**src/rtl/seq_divider_pkg.sv**
```systemverilog
// rtl/seq_divider_pkg.sv - shared sequencer state encoding for the iterative divider
package seq_divider_pkg;

   localparam int STATE_W = 2;

   localparam logic [STATE_W-1:0] STATE_IDLE = 2'd0;
   localparam logic [STATE_W-1:0] STATE_CALC = 2'd1;
   localparam logic [STATE_W-1:0] STATE_FIN  = 2'd2;

   typedef enum logic [STATE_W-1:0] {
      ST_IDLE = STATE_IDLE,
      ST_CALC = STATE_CALC,
      ST_FIN  = STATE_FIN
   } state_e;

endpackage

```
**src/rtl/seq_divider_div_step.sv**
```systemverilog
// rtl/seq_divider_div_step.sv - one combinational restoring-division step
module div_step #(
   parameter int WIDTH = 10
) (
   input  logic [WIDTH-1:0] acc_in,
   input  logic             msb_in,
   input  logic [WIDTH-1:0] divisor,
   output logic [WIDTH-1:0] acc_out,
   output logic             q_bit
);

   logic [WIDTH:0]   trial;
   logic [WIDTH-1:0] diff;

   // The trial value is one bit wider than the operands so the compare cannot wrap;
   // when it succeeds the true difference is below divisor and fits in WIDTH bits.
   always_comb begin
      trial   = {acc_in, msb_in};
      diff    = trial[WIDTH-1:0] - divisor;
      q_bit   = (trial >= {1'b0, divisor});
      acc_out = q_bit ? diff : trial[WIDTH-1:0];
   end

endmodule

```
**src/rtl/seq_divider.sv**
```systemverilog
// rtl/seq_divider.sv - iterative unsigned restoring divider, one quotient bit per clock
module seq_divider
   import seq_divider_pkg::*;
#(
   parameter int WIDTH = 10,
   parameter int CNT_W = 4
) (
   input  logic             clk,
   input  logic             rst_n,
   input  logic             start,
   input  logic [WIDTH-1:0] dividend,
   input  logic [WIDTH-1:0] divisor,
   output logic             busy,
   output logic             done,
   output logic [WIDTH-1:0] quotient,
   output logic [WIDTH-1:0] remainder,
   output logic             div_by_zero
);

   state_e           state_q,   state_d;
   logic [CNT_W-1:0] cnt_q,     cnt_d;
   logic [WIDTH-1:0] acc_q,     acc_d;
   logic [WIDTH-1:0] q_q,       q_d;
   logic [WIDTH-1:0] dvsr_q,    dvsr_d;
   logic             busy_q,    busy_d;
   logic             done_q,    done_d;
   logic             dbz_q,     dbz_d;
   logic [WIDTH-1:0] quot_q,    quot_d;
   logic [WIDTH-1:0] rem_q,     rem_d;

   logic [WIDTH-1:0] step_acc;
   logic             step_bit;
   logic [WIDTH-1:0] q_shifted;

   div_step #(.WIDTH(WIDTH)) u_step (
      .acc_in  (acc_q),
      .msb_in  (q_q[WIDTH-1]),
      .divisor (dvsr_q),
      .acc_out (step_acc),
      .q_bit   (step_bit)
   );

   assign q_shifted = {q_q[WIDTH-2:0], step_bit};

   always_comb begin
      state_d = state_q;
      cnt_d   = cnt_q;
      acc_d   = acc_q;
      q_d     = q_q;
      dvsr_d  = dvsr_q;
      busy_d  = busy_q;
      done_d  = 1'b0;
      dbz_d   = dbz_q;
      quot_d  = quot_q;
      rem_d   = rem_q;

      case (state_q)
         ST_IDLE, ST_FIN: begin
            busy_d  = 1'b0;
            state_d = ST_IDLE;
            if (start) begin
               // A zero divisor skips iteration and reports the conventional all-ones result.
               if (divisor == '0) begin
                  state_d = ST_FIN;
                  done_d  = 1'b1;
                  dbz_d   = 1'b1;
                  quot_d  = '1;
                  rem_d   = dividend;
               end else begin
                  state_d = ST_CALC;
                  busy_d  = 1'b1;
                  dbz_d   = 1'b0;
                  acc_d   = '0;
                  q_d     = dividend;
                  dvsr_d  = divisor;
                  cnt_d   = CNT_W'(WIDTH);
               end
            end
         end
         ST_CALC: begin
            acc_d = step_acc;
            q_d   = q_shifted;
            cnt_d = cnt_q - CNT_W'(1);
            if (cnt_q == CNT_W'(1)) begin
               state_d = ST_FIN;
               busy_d  = 1'b0;
               done_d  = 1'b1;
               quot_d  = q_shifted;
               rem_d   = step_acc;
            end
         end
         default: begin
            state_d = ST_IDLE;
            busy_d  = 1'b0;
         end
      endcase
   end

   always_ff @(posedge clk) begin
      if (!rst_n) begin
         state_q <= ST_IDLE;
         cnt_q   <= '0;
         acc_q   <= '0;
         q_q     <= '0;
         dvsr_q  <= '0;
         busy_q  <= 1'b0;
         done_q  <= 1'b0;
         dbz_q   <= 1'b0;
         quot_q  <= '0;
         rem_q   <= '0;
      end else begin
         state_q <= state_d;
         cnt_q   <= cnt_d;
         acc_q   <= acc_d;
         q_q     <= q_d;
         dvsr_q  <= dvsr_d;
         busy_q  <= busy_d;
         done_q  <= done_d;
         dbz_q   <= dbz_d;
         quot_q  <= quot_d;
         rem_q   <= rem_d;
      end
   end

   assign busy        = busy_q;
   assign done        = done_q;
   assign quotient    = quot_q;
   assign remainder   = rem_q;
   assign div_by_zero = dbz_q;

endmodule

```
**config.mk**
```make
export PLATFORM = sky130hd
export DESIGN_NAME = seq_divider
export DESIGN_NICKNAME = d
export VERILOG_FILES = /design/src/rtl/seq_divider_pkg.sv /design/src/rtl/seq_divider_div_step.sv /design/src/rtl/seq_divider.sv
export SDC_FILE = /design/constraint.sdc
export NUM_CORES = 1
export LEC_CHECK = 0
export ABC_AREA = 0
export CAP_MARGIN = 5
export CORE_MARGIN = 3
export CORE_UTILIZATION = 54
export CTS_CLUSTER_SIZE = 30
export DETAILED_ROUTE_END_ITERATION = 8
export HOLD_SLACK_MARGIN = 0.15
export PLACE_DENSITY = 0.91
export SYNTH_ARGS = -nofsm -noshare
export SYNTH_HDL_FRONTEND = slang
export SYNTH_HIERARCHICAL = 1
export SYNTH_SLANG_ARGS = --single-unit
```
**constraint.sdc**
```tcl
create_clock -name clk -period 3.5 [get_ports clk]
set_clock_uncertainty 0.2 [all_clocks]
set_input_delay 0.7 -clock clk [delete_from_list [all_inputs] [get_ports clk]]
set_output_delay 0.7 -clock clk [all_outputs]
set_load 0.02 [all_outputs]
```
==> metrics.yaml <==
status: "complete, no violations"
postSynthAreaPerCell_sq_um: 8.68
synthesis.nets: 397
postLayoutCoreUtil_pct: 69.1
p_leak_nw: 1.50
grt_pass1_vias: 2659
antenna_found_initial: 0
slowest_stage: "fa_1"
syn_to_final_growth_pct: 22.9
yosysTopAreaCell: "dfxtp_1"
postCtsSetupRepairBufs: 0
crit_top_cell: "inv_1"
ir_drop_v: 0.000372
drt-wirelength-per-cell_um: 16.2
drt-pass1-iter-count: 5
ctsHoldBuffers: 0
drive_above_1_share_pct: 12.5
synth-edff-count: 0
track_usage_pct: 24.4
die_h_um: 82.2
grt_pass1_wl_um: 12400
synth_commonest_cells: "59 x dfxtp_1, 40 x nand2_1, 40 x o21ai_0"
via_count: 2840
io_buffers: 45
setup_viol: 0
synth_cell_type_count: 47
drc_errors: 0
htree_levels: 3
crit_required_ps: 3510
synth_warnings: 6
clk_pin_slew_ps: 70
worst_hold_slack_ps: 259
design.core.area_sq_um: 5570
clk_path_buf_depth: 2
end_kind: "flop"
max_stage_delay_ps: 440
clock-root-buffer: "clkbuf_8"
cts_tree: "yes"
rsz0062_at_grt: "no"
rows: 27
first_iter_violations: 227
clk_latency_ps: 350
start_kind: "flop"
period_minus_slack_ps: 2890
worstPathArrival_ps: 2900
syn_inst: 361
powerDensity_nw_per_um2: 654
vias_per_cell: 6.00
relSlewSlack_pct: 35.1
worst_pin_slew_ps: 974
grt_max_degree: 40
syn_area_sq_um: 3130
routabilityCongestion: 0.974
crit_type: "reg -> reg"
period_share_pct: 82.6
die_area_sq_um: 6750
hold_class: "reg -> reg"
synth_flop_cell: "dfxtp_1"
ys_seq_area_share_pct: 37.7
n_antenna_cell: 0
io_pins: 46
path_cells: "inv_1 -> ha_1 -> inv_1 -> fa_1 -> a211oi_1 -> o21bai_1 -> a221oi_1 -> xnor2_1 -> mux2_4 -> mux2_2 -> nand2_1 -> o21ai_1"
hpwlAfterDp_um: 5160
synth_area_leaders: "dfxtp_1 38%, o21ai_0 6.4%, ha_1 4.8%"
fmax_mhz: 346
drtAntennaViolNets: 0
ys_async_sr_fraction_pct: 0
synth_most_common_cell: "dfxtp_1"
power_mw: 2.52
wl_um: 7680
netlist.area_leader.share_pct: 37.7
cts-resized-gates: 0
die_x_um: 82.2
start_util_pct: 56.2
fin_setup_tns_ps: 0
max_cap_violations: 0
hold_viol: 0
ys_ff_latch: 59
slew_viol_final: 0
cts_buffers: 9
worstPathMaxFanout: 3
fin_nets: 432
grt_overflow: 0
clock-sinks: 59
final cells by class:
type	instances	area, sq um
multi-input combinational	258	1770
fill	405	1720
sequential	59	1180
timing repair buffer	52	498
clock buffer	10	138
clock inverter	6	111
tap	72	90.1
inverter	16	62.6
critical path: cells and delay by family, from the launching register on:
family	cells	cell delay [ps]
AO/OA/AOI/OAI	4	840
adder cells (fa/ha/maj)	2	600
multiplexers	2	530
flip-flops	1	310
buffers and inverters	2	130
XOR/XNOR	1	100
AND/OR/NAND/NOR	1	60
cells in the final DEF (no fill, tap or decap), types with 5 or more instances in the layout:
| cell | synthesis | final |
|---|---|---|
| a21oi_1 | 16 | 16 |
| buf_4 | 0 | 7 |
| clkbuf_8 | 0 | 10 |
| clkdlybuf4s50_1 | 0 | 44 |
| dfxtp_1 | 59 | 59 |
| ha_1 | 12 | 12 |
| inv_1 | 15 | 15 |
| mux2_2 | 10 | 10 |
| mux2_4 | 7 | 7 |
| mux2i_1 | 11 | 11 |
| nand2_1 | 40 | 40 |
| nand3_1 | 22 | 22 |
| nand4_1 | 21 | 21 |
| nor2_1 | 8 | 8 |
| nor2b_1 | 6 | 6 |
| o21ai_0 | 40 | 40 |
| o21ai_1 | 12 | 12 |
| o31ai_1 | 11 | 11 |
| xnor2_1 | 5 | 5 |
report_power, final:
group / switching (mW) / internal, mW
Combinational: 0.498 / 0.462
Clock: 0.287 / 0.493
Sequential: 0.0466 / 0.729
Total: 0.832 / 1.68
final timing paths:
kind | end | depth (start not counted) | slack, ps | from
setup / recovery | remainder[8] | 12 | 610 | q_q[9]
hold / removal | dvsr_q[6] | 2 | 260 | dvsr_q[6]
setup reg to reg | remainder[8] | 12 | 610 | q_q[9]
hold reg to reg | dvsr_q[6] | 2 | 260 | dvsr_q[6]
stage by stage:
step	std cells	setup slack, ps	cell area [sq um]
after global placement	457	795	3600
after detailed placement	457	705	3600
after floorplan	361	911	3130
after global routing	473	418	3850
final	473	608	3850
after CTS	473	655	3850
metal layers:
metal | vias to the layer above | routed length (um) | global-route usage (%)
met1 | 1318 | 3280 | 28.4
met5 | - | 0 | 0
met3 | 23 | 531 | 7.05
li1 | 1368 | - | -
met2 | 131 | 3620 | 40.2
met4 | 0 | 247 | 13.1
state kept, by name, summed over array words and instances, names as in the netlist:
signal       count
acc_q           10
div_by_zero      1
done             1
quotient        10
remainder       10
busy             1
cnt_q            4
q_q             10
dvsr_q          10
state_q          2
cell families (layout without fill, tap and decap cells):
group | Yosys count | in the layout | synth area share [%]
AND/OR/NAND/NOR | 113 | 113 | 19.1
AO/OA/AOI/OAI | 95 | 95 | 18.9
flip-flops | 59 | 59 | 37.7
buffers and inverters | 44 | 84 | 5.83
multiplexers | 29 | 29 | 10.8
adder cells (fa/ha/maj) | 13 | 13 | 5.43
XOR/XNOR | 8 | 8 | 2.24
Power figures use the tool's default switching activity.
